$ cat config.mk
export PLATFORM = sky130hd
export DESIGN_NAME = uart_tx_serializer
export DESIGN_NICKNAME = d
export VERILOG_FILES = /design/src/rtl/uart_pkg.sv /design/src/rtl/uart_bit_timer.sv /design/src/rtl/uart_tx_serializer.sv
export SDC_FILE = /design/constraint.sdc
export NUM_CORES = 1
export LEC_CHECK = 0
export CAP_MARGIN = 15
export CORE_ASPECT_RATIO = 1.75
export CORE_MARGIN = 2
export CORE_UTILIZATION = 51
export DETAILED_ROUTE_END_ITERATION = 10
export HOLD_SLACK_MARGIN = 0.15
export PLACE_DENSITY = 0.86
export SETUP_SLACK_MARGIN = 0.5
export SLEW_MARGIN = 10
export SYNTH_ARGS = -nofsm -noshare
export SYNTH_HDL_FRONTEND = slang
export SYNTH_SLANG_ARGS = --single-unit
$ cat constraint.sdc
create_clock -name Clk -period 2 [get_ports Clk]
set_input_delay 0.4 -clock Clk [delete_from_list [all_inputs] [get_ports Clk]]
set_output_delay 0.4 -clock Clk [all_outputs]
set_load 0.005 [all_outputs]
$ cat src/rtl/uart_pkg.sv
// rtl/uart_pkg.sv - shared UART types, bit timing constant and parity helper
package uart_pkg;

  typedef enum logic [2:0] {
    IDLE,
    START,
    DATA,
    PARITY,
    STOP
  } tx_state_t;

  localparam logic [1:0] PAR_ODD   = 2'b00;
  localparam logic [1:0] PAR_EVEN  = 2'b01;
  localparam logic [1:0] PAR_MARK  = 2'b10;
  localparam logic [1:0] PAR_SPACE = 2'b11;

  localparam int BIT_TICKS = 16;

  // Parity covers only the bits that go on the wire (7 or 8)
  function automatic logic parity_bit(input logic [7:0] data, input logic len8,
                                      input logic [1:0] sel);
    logic x;
    x = len8 ? ^data : ^data[6:0];
    case (sel)
      PAR_ODD:  parity_bit = ~x;
      PAR_EVEN: parity_bit = x;
      PAR_MARK: parity_bit = 1'b1;
      default:  parity_bit = 1'b0;
    endcase
  endfunction

endpackage

$ cat src/rtl/uart_bit_timer.sv
// rtl/uart_bit_timer.sv - 16x oversampling tick counter producing a bit_end pulse
module uart_bit_timer
  import uart_pkg::*;
(
  input  logic Clk,
  input  logic Rst,
  input  logic i_clear,
  input  logic i_ce,
  output logic o_bit_end
);

  logic [3:0] r_cnt;

  assign o_bit_end = i_ce & ~i_clear & (r_cnt == 4'(BIT_TICKS - 1));

  // Count 16x enables within a bit; the counter wraps to 0 at the bit boundary
  always_ff @(posedge Clk or posedge Rst) begin
    if (Rst) begin
      r_cnt <= '0;
    end else if (i_clear) begin
      r_cnt <= '0;
    end else if (i_ce) begin
      r_cnt <= r_cnt + 4'd1;
    end
  end

endmodule

$ cat src/rtl/uart_tx_serializer.sv
// rtl/uart_tx_serializer.sv - UART transmit serializer fed from a first-word-fall-through FIFO
module uart_tx_serializer
  import uart_pkg::*;
#(
  parameter int width = 16
) (
  input  logic             Clk,
  input  logic             Rst,
  input  logic             CE_16x,
  input  logic             EF,
  input  logic [width-1:0] DO,
  output logic             RE,
  input  logic             Len,
  input  logic             NumStop,
  input  logic             ParEn,
  input  logic [1:0]       ParSel,
  input  logic             Brk,
  output logic             TxD,
  output logic             TxBusy,
  output logic             TxIdle
);

  tx_state_t  r_state;
  logic [7:0] r_thr;
  logic [2:0] r_bitcnt;
  logic       r_len;
  logic       r_nstop;
  logic       r_par_en;
  logic       r_par;
  logic       r_txd;

  logic w_bit_end;
  logic w_line;
  logic w_unused_do;

  // Only the low byte is transmitted
  assign w_unused_do = ^DO[width-1:8];

  // Pop is gated by reset so the FIFO never loses a word while the block is held
  assign RE     = (r_state == IDLE) & ~EF & ~Rst;
  assign TxBusy = (r_state != IDLE);
  assign TxIdle = ~TxBusy & EF;
  assign TxD    = r_txd;

  uart_bit_timer u_bit_timer (
    .Clk       (Clk),
    .Rst       (Rst),
    .i_clear   (r_state == IDLE),
    .i_ce      (CE_16x),
    .o_bit_end (w_bit_end)
  );

  // Line level belonging to the current state, used while a bit is being held
  always_comb begin
    w_line = 1'b1;
    case (r_state)
      START:   w_line = 1'b0;
      DATA:    w_line = r_thr[0];
      PARITY:  w_line = r_par;
      default: w_line = 1'b1;
    endcase
  end

  // Frame sequencer; TxD is loaded with the level of the state being entered
  always_ff @(posedge Clk or posedge Rst) begin
    if (Rst) begin
      r_state  <= IDLE;
      r_thr    <= '0;
      r_bitcnt <= '0;
      r_len    <= 1'b0;
      r_nstop  <= 1'b0;
      r_par_en <= 1'b0;
      r_par    <= 1'b0;
      r_txd    <= 1'b1;
    end else begin
      r_txd <= w_line;
      case (r_state)
        IDLE: begin
          if (!EF) begin
            r_thr    <= DO[7:0];
            r_len    <= Len;
            r_nstop  <= NumStop;
            r_par_en <= ParEn;
            r_par    <= parity_bit(DO[7:0], Len, ParSel);
            r_bitcnt <= '0;
            r_state  <= START;
            r_txd    <= 1'b0;
          end
        end
        START: begin
          if (w_bit_end) begin
            r_state <= DATA;
            r_txd   <= r_thr[0];
          end
        end
        DATA: begin
          if (w_bit_end) begin
            if (r_bitcnt == (r_len ? 3'd7 : 3'd6)) begin
              r_bitcnt <= '0;
              if (r_par_en) begin
                r_state <= PARITY;
                r_txd   <= r_par;
              end else begin
                r_state <= STOP;
                r_txd   <= 1'b1;
              end
            end else begin
              r_thr    <= r_thr >> 1;
              r_txd    <= r_thr[1];
              r_bitcnt <= r_bitcnt + 3'd1;
            end
          end
        end
        PARITY: begin
          if (w_bit_end) begin
            r_state <= STOP;
            r_txd   <= 1'b1;
          end
        end
        STOP: begin
          if (w_bit_end) begin
            if (r_bitcnt == {2'b00, r_nstop}) begin
              r_state <= IDLE;
              r_txd   <= 1'b1;
            end else begin
              r_bitcnt <= r_bitcnt + 3'd1;
            end
          end
        end
        default: begin
          r_state <= IDLE;
          r_txd   <= 1'b1;
        end
      endcase
      if (Brk) begin
        r_txd <= 1'b0;
      end
    end
  end

endmodule

==> flow_metrics.py, run 1 <==
metrics = {
    "run_status": {
        "status": "finished, final reports clean",
    },
    "floorplanning": {
        "die_y_um": 74.51,
        "core-area_sq_mm": 0.002690,
        "dieArea_sq_mm": 0.003300,
        "ios": 30,
        "start_util_pct": 53.86,
        "fp-row-count": 25,
        "die_w_um": 44.29,
    },
    "finish": {
        "final_common_cell": "dfrtp_1",
        "nets": 230,
        "final_cell_area_sq_mm": 0.002001,
        "layout_common_cells": "21 x dfrtp_1, 18 x nand2_1, 18 x buf_4, 17 x nor2_1",
        "area_growth_pct": 38.08,
        "final_layout_size_suffix_gt1_share_pct": 31.34,
        "insertedDiodeCount": 0,
    },
    "place": {
        "routabilityCongestion": 0.8496,
        "port_buffers": 21,
        "place_area_sq_mm": 0.001790,
        "hpwlAfterDp_mm": 2.603,
    },
    "clocking": {
        "htree_num_levels": 1,
        "postCtsHoldBufs": 0,
        "insertion_delay_ns": 0.27,
        "clockBufferDepth": 2,
        "cts_tree": "yes",
        "cts-root-buf": "clkbuf_8",
        "cts_sinks": 23,
        "clkSlewWorstSetupHoldPaths_ns": 0.08,
        "cts_buffers": 3,
    },
    "setup_path": {
        "crit_family": "compound AO/OA/AOI/OAI gates",
        "cp_max_fo": 7,
        "critPathCaptureType": "register",
        "critPathArrivalTime_ns": 2.03,
        "r2r_cells": 8,
        "cp.depth": 8,
        "max_stage_delay_ns": 0.42,
        "worstSetupPathType": "reg2reg",
        "critPathRequiredTime_ns": 2.20,
        "cp-start-kind": "register",
        "slowest_stage": "or3b_4",
        "worstPathCellList": "buf_6 -> buf_8 -> or3b_4 -> o21bai_4 -> a21oi_4 -> buf_12 -> nor2_2 -> a21oi_2",
        "crit_buf_inv": 3,
    },
    "detailed_routing": {
        "vias": 1312,
        "avgRoutedWirePerCell_um": 16.01,
        "drc": 0,
        "detail_route.first_pass.iterations": 4,
        "drtIter0Drc": 29,
        "vias_per_cell": 5.754,
        "drtAntennaViolNets": 0,
        "routed_wl_mm": 3.651,
    },
    "synthesis": {
        "synth_area_sq_mm": 0.001449,
        "yosysWarnings": 0,
        "synth_seq_area_share_pct": 39.81,
        "synthArstFlopShare_pct": 100.0,
        "synth.net_count": 186,
        "synth_cells": 158,
        "yosysUniqueCellTypes": 46,
        "synth_edf_count": 0,
        "synth_ff_type": "dfrtp_1",
        "ys_ff_latch": 23,
        "syn_area_per_cell_sq_um": 9.170,
    },
    "sta": {
        "fin_setup_tns_ns": 0,
        "finalMaxSlewViolations": 0,
        "fmax_ghz": 0.5462,
        "post-route-min-period_ns": 1.831,
        "setup_viol": 0,
        "rsz0062_at_grt": "true",
        "fin_crit_sh_pct": 91.54,
        "max-slew-margin-rel_pct": 74.50,
        "worst_slew_pin_slew_ns": 0.3766,
        "final_hold_viol_count": 0,
        "fin_skew_ns": 0.002549,
    },
    "power_and_ir_drop": {
        "pwr_density_cell_mw_per_mm2": 1043,
        "vdd_drop_max_mv": 0.7328,
        "power.leakage_uw": 0.0009715,
    },
    "job": {
        "cap_violations": 0,
    },
    "grt": {
        "grt.total_usage_pct": 26.57,
        "grt_overflow_total": 0,
        "grt_pass1_wl_mm": 6.403,
        "antenna_found_initial": 0,
        "grt_start_max_net_pins": 14,
        "first_global_vias": 1452,
    },
    "hold_path": {
        "hold_class": "in2async",
    },
}
[sequential cells by signal, indices dropped and copies added (netlist names)]
| register | count |
|---|---|
| r_par_en | 1 |
| TxD | 1 |
| r_thr | 8 |
| r_par | 1 |
| r_len | 1 |
| r_state | 3 |
| r_bitcnt | 3 |
| r_nstop | 1 |
| u_bit_timer.r_cnt | 4 |
[worst register-to-register path: stages (launching register included)]
cell	delay, ns
dfrtp_1	0.40
buf_6	0.12
buf_8	0.11
or3b_4	0.42
o21bai_4	0.19
a21oi_4	0.22
buf_12	0.15
nor2_2	0.04
a21oi_2	0.11
[synthesized netlist by cell type (2+ instances only)]
cell type | instances | share of area (%)
mux2_1 | 2 | 1.6
a21oi_2 | 3 | 1.8
dfrtp_1 | 22 | 38
nor3_1 | 4 | 1.4
clkbuf_1 | 4 | 1.0
o21ai_1 | 3 | 1.0
xnor2_1 | 5 | 3.0
nand2_1 | 18 | 4.7
ha_1 | 2 | 1.7
inv_1 | 5 | 1.3
a21o_1 | 2 | 1.0
xor2_1 | 5 | 3.0
buf_4 | 2 | 1.0
mux2i_1 | 8 | 5.5
o21ai_0 | 4 | 1.4
nand2b_1 | 2 | 0.86
buf_6 | 2 | 1.6
nand3_1 | 3 | 1.0
and2_1 | 2 | 0.86
nand4_1 | 3 | 1.3
a21oi_1 | 11 | 3.8
nor2b_1 | 2 | 0.86
nor2_1 | 21 | 5.4
[what timing repair did]
item,in CTS,in global routing
buffers inserted,11,0
pin swaps,17,4
cloned,1,0
endpoints found under the setup margin,19,18
resized for setup,38,5
[metrics by stage]
stage	cells	power (uW)	hold WS (ns)	setup WS (ns)	util [%]
2_1_floorplan	158	1272	0.4012	0.3562	-
5_1_grt	228	2216	0.5078	0.1222	74.37
3_3_place_gp	212	1530	0.4827	-0.1038	66.56
4_1_cts	228	2082	0.4718	0.1840	73.77
3_5_place_dp	212	1586	0.4967	-0.1464	66.56
6_report	228	2088	0.4623	0.1691	74.37
[logic make-up after synthesis]
| logic type | count (synthesis) | synth area share (%) |
|---|---|---|
| AND/OR/NAND/NOR | 63 | 20.81 |
| AO/OA/AOI/OAI | 35 | 17.79 |
| flip-flops | 23 | 39.81 |
| buffers and inverters | 14 | 5.181 |
| XOR/XNOR | 11 | 7.599 |
| multiplexers | 10 | 7.081 |
| adder cells (fa/ha/maj) | 2 | 1.727 |
[metal layers]
metal  global-route usage [%]  share of wire (%)  wire [um]  up-vias
li1                         -                  -          -      632
met1                    27.02                 36       1324      629
met2                    46.90                 56       2029       36
met3                    3.883                3.5        126       15
met4                    20.54                4.7        170        0
met5                        0                  0          0        -
[report_power, final]
part           internal (uW)  switching (uW)  total [uW]
clock                    139             154         294
combinational            569             495        1060
sequential               623             107         730
[cell type report]
cell class / instances / area (sq um)
Clock buffer: 3 / 41.29
Clock inverter: 1 / 5.005
Fill cell: 199 / 689.4
Inverter: 6 / 25.02
Multi-Input combinational cell: 121 / 867.1
Sequential cell: 23 / 578.1
Tap cell: 27 / 33.78
Timing Repair Buffer: 47 / 450.4
[worst paths after layout]
kind                             from              endpoint  slack [ns]
min reg2reg                   r_nstop               r_nstop        0.52
min in group Clk              r_nstop               r_nstop        0.52
max in group asynchronous         Rst  u_bit_timer.r_cnt[0]        1.07
max                        r_state[0]              r_thr[0]        0.17
max reg2reg                r_state[0]              r_thr[0]        0.17
min                               Rst              r_thr[7]        0.46
(Power assumes the default switching activity.)
==> run 2: changes to the inputs <==
- PLACE_DENSITY: 0.86 -> not set
- PLACE_DENSITY_LB_ADDON: not set -> 0.08
==> flow_metrics.py, run 2 (synthesis results as in run 1) <==
metrics = {
    "grt": {
        "grt.total_usage_pct": 25.33,
        "first_global_vias": 1398,
        "grt_start_max_net_pins": 24,
        "antenna_found_initial": 0,
        "grt_overflow_total": 0,
        "grt_pass1_wl_mm": 6.161,
    },
    "detailed_routing": {
        "detail_route.first_pass.iterations": 4,
        "drtIter0Drc": 39,
        "routed_wl_mm": 4.225,
        "vias_per_cell": 5.978,
        "dr_wl_met3_um": 139,
        "vias": 1387,
        "drtAntennaViolNets": 0,
        "avgRoutedWirePerCell_um": 18.21,
        "met2WireLength_mm": 2.369,
        "top_layer": "met4",
        "met1_length_mm": 1.538,
        "drc": 0,
    },
    "setup_path": {
        "cp-start-kind": "register",
        "r2r_cells": 7,
        "max_stage_delay_ns": 0.40,
        "rr_startpoint": "r_state[0]",
        "critPathRequiredTime_ns": 2.15,
        "critPathArrivalTime_ns": 1.95,
        "cp_max_fo": 5,
        "worstPathCellList": "or2_4 -> buf_6 -> nand2b_4 -> buf_4 -> buf_6 -> and2_4 -> or3b_1",
        "critical_path.most_common_cell": "buf_6",
        "worstSetupPathType": "reg2reg",
        "reg2reg_slack_ns": 0.20,
        "critPathCaptureType": "register",
        "worst_r2r_endpoint": "r_par",
        "slowest_stage": "dfrtp_1",
    },
    "floorplanning": {
        "core-area_sq_mm": 0.002690,
        "die_w_um": 44.29,
        "ios": 30,
        "die_y_um": 74.51,
        "fp-row-count": 25,
        "dieArea_sq_mm": 0.003300,
        "start_util_pct": 53.86,
    },
    "place": {
        "post-place-ws_ns": -0.1346,
        "routabilityCongestion": 0.8730,
        "port_buffers": 21,
        "hpwlAfterDp_mm": 2.512,
    },
    "finish": {
        "layout_common_cells": "21 x buf_4, 20 x dfrtp_1, 17 x nor2_1, 14 x nand2_1",
        "final_common_cell": "buf_4",
        "num-fill-cells": 165,
        "reg.largest.list": "r_thr: 8 flops, u_bit_timer.r_cnt: 4 flops",
        "final_layout_size_suffix_gt1_share_pct": 40.49,
        "largest_register_ffs": 8,
        "insertedDiodeCount": 0,
        "area_growth_pct": 50.09,
        "nets": 234,
        "final_util_pct": 80.84,
        "regMostFlops": "r_thr",
    },
    "hold_path": {
        "hold_path_end": "r_len",
        "min-delay-start": "Len",
        "min_path_cells": 3,
        "hold_class": "in2reg",
    },
    "sta": {
        "fmax_ghz": 0.5555,
        "fin_crit_sh_pct": 90.01,
        "finalMaxSlewViolations": 0,
        "final_hold_viol_count": 0,
        "rsz0062_at_grt": "true",
        "fin_ws_ns": 0.1998,
        "worst_slew_pin_slew_ns": 0.3418,
        "post-route-min-period_ns": 1.800,
        "fin_skew_ns": 0.002924,
        "max-slew-margin-rel_pct": 76.97,
        "setup_viol": 0,
    },
    "clocking": {
        "cts_sinks": 23,
        "cts_buffers": 3,
        "clockBufferDepth": 2,
        "insertion_delay_ns": 0.27,
        "htree_num_levels": 1,
        "cts_tree": "yes",
        "clkSlewWorstSetupHoldPaths_ns": 0.08,
        "cts-root-buf": "clkbuf_8",
    },
    "power_and_ir_drop": {
        "pwr_density_cell_mw_per_mm2": 1002,
        "vdd_drop_max_mv": 0.7521,
        "power.leakage_uw": 0.001035,
    },
    "job": {
        "cap_violations": 0,
    },
    "run_status": {
        "status": "finished, final reports clean",
    },
}
==> run 2: metrics by stage <==
step                      cells  hold slack [ns]  total power (uW)  TNS [ns]  area [sq um]
after floorplan             158           0.4012              1272         0          1486
after global placement      211           0.4810              1538   -0.3642          1783
after detailed placement    211           0.4852              1571   -0.3605          1783
after CTS                   226           0.5078              2018         0          1997
after global routing        232           0.4290              2307         0          2175
final                       232           0.3954              2178         0          2175
==> run 2: timing repair <==
item / 4_1_cts / 5_1_grt
endpoints found under the setup margin: 19 / 21
hold buffers: 0 / 0
gates cloned: 0 / 1
buffers inserted: 11 / 5
endpoints found under the hold margin: 0 / 0
resized for setup: 46 / 22
pin swaps: 20 / 14
==> run 2: worst max-delay path: cells and delay by family, from the launching register on <==
family	cells	cell delay (ns)
flops	1	0.40
simple gates	4	0.90
buf+inv	3	0.39
==> run 2: where the power goes <==
group / switching [uW] / leakage, uW / internal (uW)
registers: 123 / 0.000281 / 623
clock network: 154 / 0.0000228 / 142
logic: 536 / 0.000731 / 601
==> run 2: how the worst max path moves through the flow <==
| stage | endpoint | slack (ns) | cells past startpoint | startpoint |
|---|---|---|---|---|
| 6_report | r_par | 0.20 | 7 | r_state[0] |
| 5_1_grt | r_thr[1] | 0.15 | 7 | r_state[0] |
| 4_1_cts | RE | 0.21 | 5 | r_state[0] |
| 3_5_place_dp | r_par | -0.13 | 6 | DO[2] |
| 3_3_place_gp | r_par | -0.13 | 6 | DO[2] |
| 2_1_floorplan | r_state[0] | 0.36 | 6 | r_state[1] |
==> run 2: cell type report <==
type / instances / area, sq um / share of cell area (%)
sequential: 23 / 579.3 / 26.64
tap: 27 / 33.78 / 1.554
inverter: 6 / 22.52 / 1.036
multi-input combinational: 121 / 997.2 / 45.86
timing repair buffer: 51 / 496.7 / 22.84
clock buffer: 4 / 45.04 / 2.071
==> run 2: layer usage <==
metal	GRT usage [%]	up-vias
li1	-	638
met1	28.09	692
met2	47.22	40
met3	2.184	17
met4	11.45	0
met5	0	-
==> run 3: changes to the inputs <==
- CORE_MARGIN: 2 -> not set
==> flow_metrics.py, run 3 (synthesis results as in run 1) <==
metrics = {
    "run_status": {
        "status": "finished, final reports clean",
    },
    "clocking": {
        "cts_buffers": 3,
        "clkSlewWorstSetupHoldPaths_ns": 0.08,
        "cts-root-buf": "clkbuf_8",
        "postCtsHoldBufs": 0,
        "cts_tree": "yes",
        "insertion_delay_ns": 0.27,
        "clockBufferDepth": 2,
        "cts_sinks": 23,
        "htree_num_levels": 1,
    },
    "setup_path": {
        "worstPathCellList": "or2_4 -> buf_6 -> nand2b_4 -> nor2_2 -> buf_2",
        "cp-start-kind": "register",
        "crit_buf_inv": 2,
        "critPathCaptureType": "output port",
        "slowest_stage": "dfrtp_1",
        "cp_max_fo": 2,
        "crit_family": "simple AND/OR/NAND/NOR gates",
        "max_stage_delay_ns": 0.39,
        "critPathRequiredTime_ns": 1.60,
        "worstSetupPathType": "reg2out",
        "critPathArrivalTime_ns": 1.39,
    },
    "detailed_routing": {
        "routed_wl_mm": 3.516,
        "detail_route.first_pass.iterations": 5,
        "vias": 1302,
        "vias_per_cell": 5.686,
        "drc": 0,
        "drtIter0Drc": 30,
        "avgRoutedWirePerCell_um": 15.35,
        "drtAntennaViolNets": 0,
    },
    "grt": {
        "antenna_found_initial": 0,
        "grt_overflow_total": 0,
        "grt.total_usage_pct": 24.76,
        "first_global_vias": 1324,
        "grt_start_max_net_pins": 24,
        "grt_pass1_wl_mm": 5.802,
    },
    "place": {
        "routabilityCongestion": 0.8353,
        "hpwlAfterDp_mm": 2.369,
        "place_inst": 210,
        "place_area_sq_mm": 0.001775,
        "port_buffers": 21,
    },
    "power_and_ir_drop": {
        "total_power_uw": 2035,
        "pwr_density_cell_mw_per_mm2": 991.6,
        "power.leakage_uw": 0.0009739,
        "vdd_drop_max_mv": 0.6715,
    },
    "sta": {
        "fmax_ghz": 0.5598,
        "rsz0062_at_grt": "true",
        "setup_viol": 0,
        "worst_slew_pin_slew_ns": 0.3809,
        "post-route-min-period_ns": 1.786,
        "fin_skew_ns": 0.003807,
        "finalMaxSlewViolations": 0,
        "max-slew-margin-rel_pct": 74.58,
        "fin_crit_sh_pct": 89.31,
        "final_hold_viol_count": 0,
    },
    "floorplanning": {
        "core-area_sq_mm": 0.002690,
        "die_w_um": 42.29,
        "start_util_pct": 53.86,
        "ios": 30,
        "die_y_um": 72.51,
        "dieArea_sq_mm": 0.003066,
        "fp-row-count": 25,
    },
    "finish": {
        "layout_common_cells": "22 x buf_4, 20 x dfrtp_1, 18 x nor2_1, 16 x nand2_1, 9 x a21oi_2",
        "final_layout_size_suffix_gt1_share_pct": 36.14,
        "final_cell_area_sq_mm": 0.002052,
        "num-fill-cells": 181,
        "final_common_cell": "buf_4",
        "regMostFlops": "r_thr",
        "insertedDiodeCount": 0,
        "reg.largest.list": "r_thr: 8 flops, u_bit_timer.r_cnt: 4 flops",
        "stdcell_count": 229,
        "area_growth_pct": 41.62,
        "largest_register_ffs": 8,
        "nets": 231,
    },
    "hold_path": {
        "hold_class": "in2reg",
    },
    "job": {
        "cap_violations": 0,
    },
}
[run 3: final cells by class]
type / instances / area [sq um] / area share (%)
multi-input cells: 121 / 932.1 / 45.43
well taps: 27 / 33.78 / 1.646
clock buffers: 4 / 45.04 / 2.195
repair buffers: 48 / 436.7 / 21.28
flip-flops and latches: 23 / 579.3 / 28.23
inverters: 6 / 25.02 / 1.220
[run 3: per-stage QoR]
stage	hold WS, ns	setup slack (ns)	setup TNS, ns	utilization, %
after floorplan	0.4012	0.3562	0	-
after global placement	0.4804	-0.1236	-0.2486	66.00
after detailed placement	0.4875	-0.1573	-0.2766	66.00
after CTS	0.4818	0.2029	0	72.98
after global routing	0.5079	0.1731	0	76.28
final	0.4950	0.2138	0	76.28
[run 3: path summary, 6_finish.rpt]
check | startpoint | to | slack [ns] | cells past startpoint
setup / recovery | r_state[2] | RE | 0.21 | 5
hold / removal | Len | r_len | 0.49 | 3
setup reg to reg | r_state[2] | r_thr[0] | 0.24 | 7
hold reg to reg | r_thr[3] | r_thr[3] | 0.53 | 2
max in group asynchronous | Rst | TxD | 1.18 | 3
min in group asynchronous | Rst | r_nstop | 0.53 | 3
[run 3: worst reg2reg max path: stages, from the launching register on]
cell and delay [ns]:
dfrtp_1 0.39, buf_4 0.18, or3b_4 0.45, o21bai_4 0.20, a21oi_4 0.17, buf_12 0.16
nor2_1 0.06, a21oi_2 0.09
[run 3: what timing repair did]
item / 4_1_cts / 5_1_grt
buffers inserted: 10 / 5
pin swaps: 20 / 14
resized for setup: 45 / 13
endpoints found under the setup margin: 19 / 19
endpoints found under the hold margin: 0 / 0
[run 3: power by group]
group          total, uW  internal [uW]  switching [uW]
registers            726            623             103
clock network        295            143             153
logic               1010            534             480
[run 3: layer usage]
| layer | part of all wire (%) | track usage, % |
|---|---|---|
| met1 | 40 | 29.31 |
| met2 | 56 | 45.13 |
| met3 | 2.4 | 1.493 |
| met4 | 2.0 | 10.76 |
| met5 | 0 | 0 |
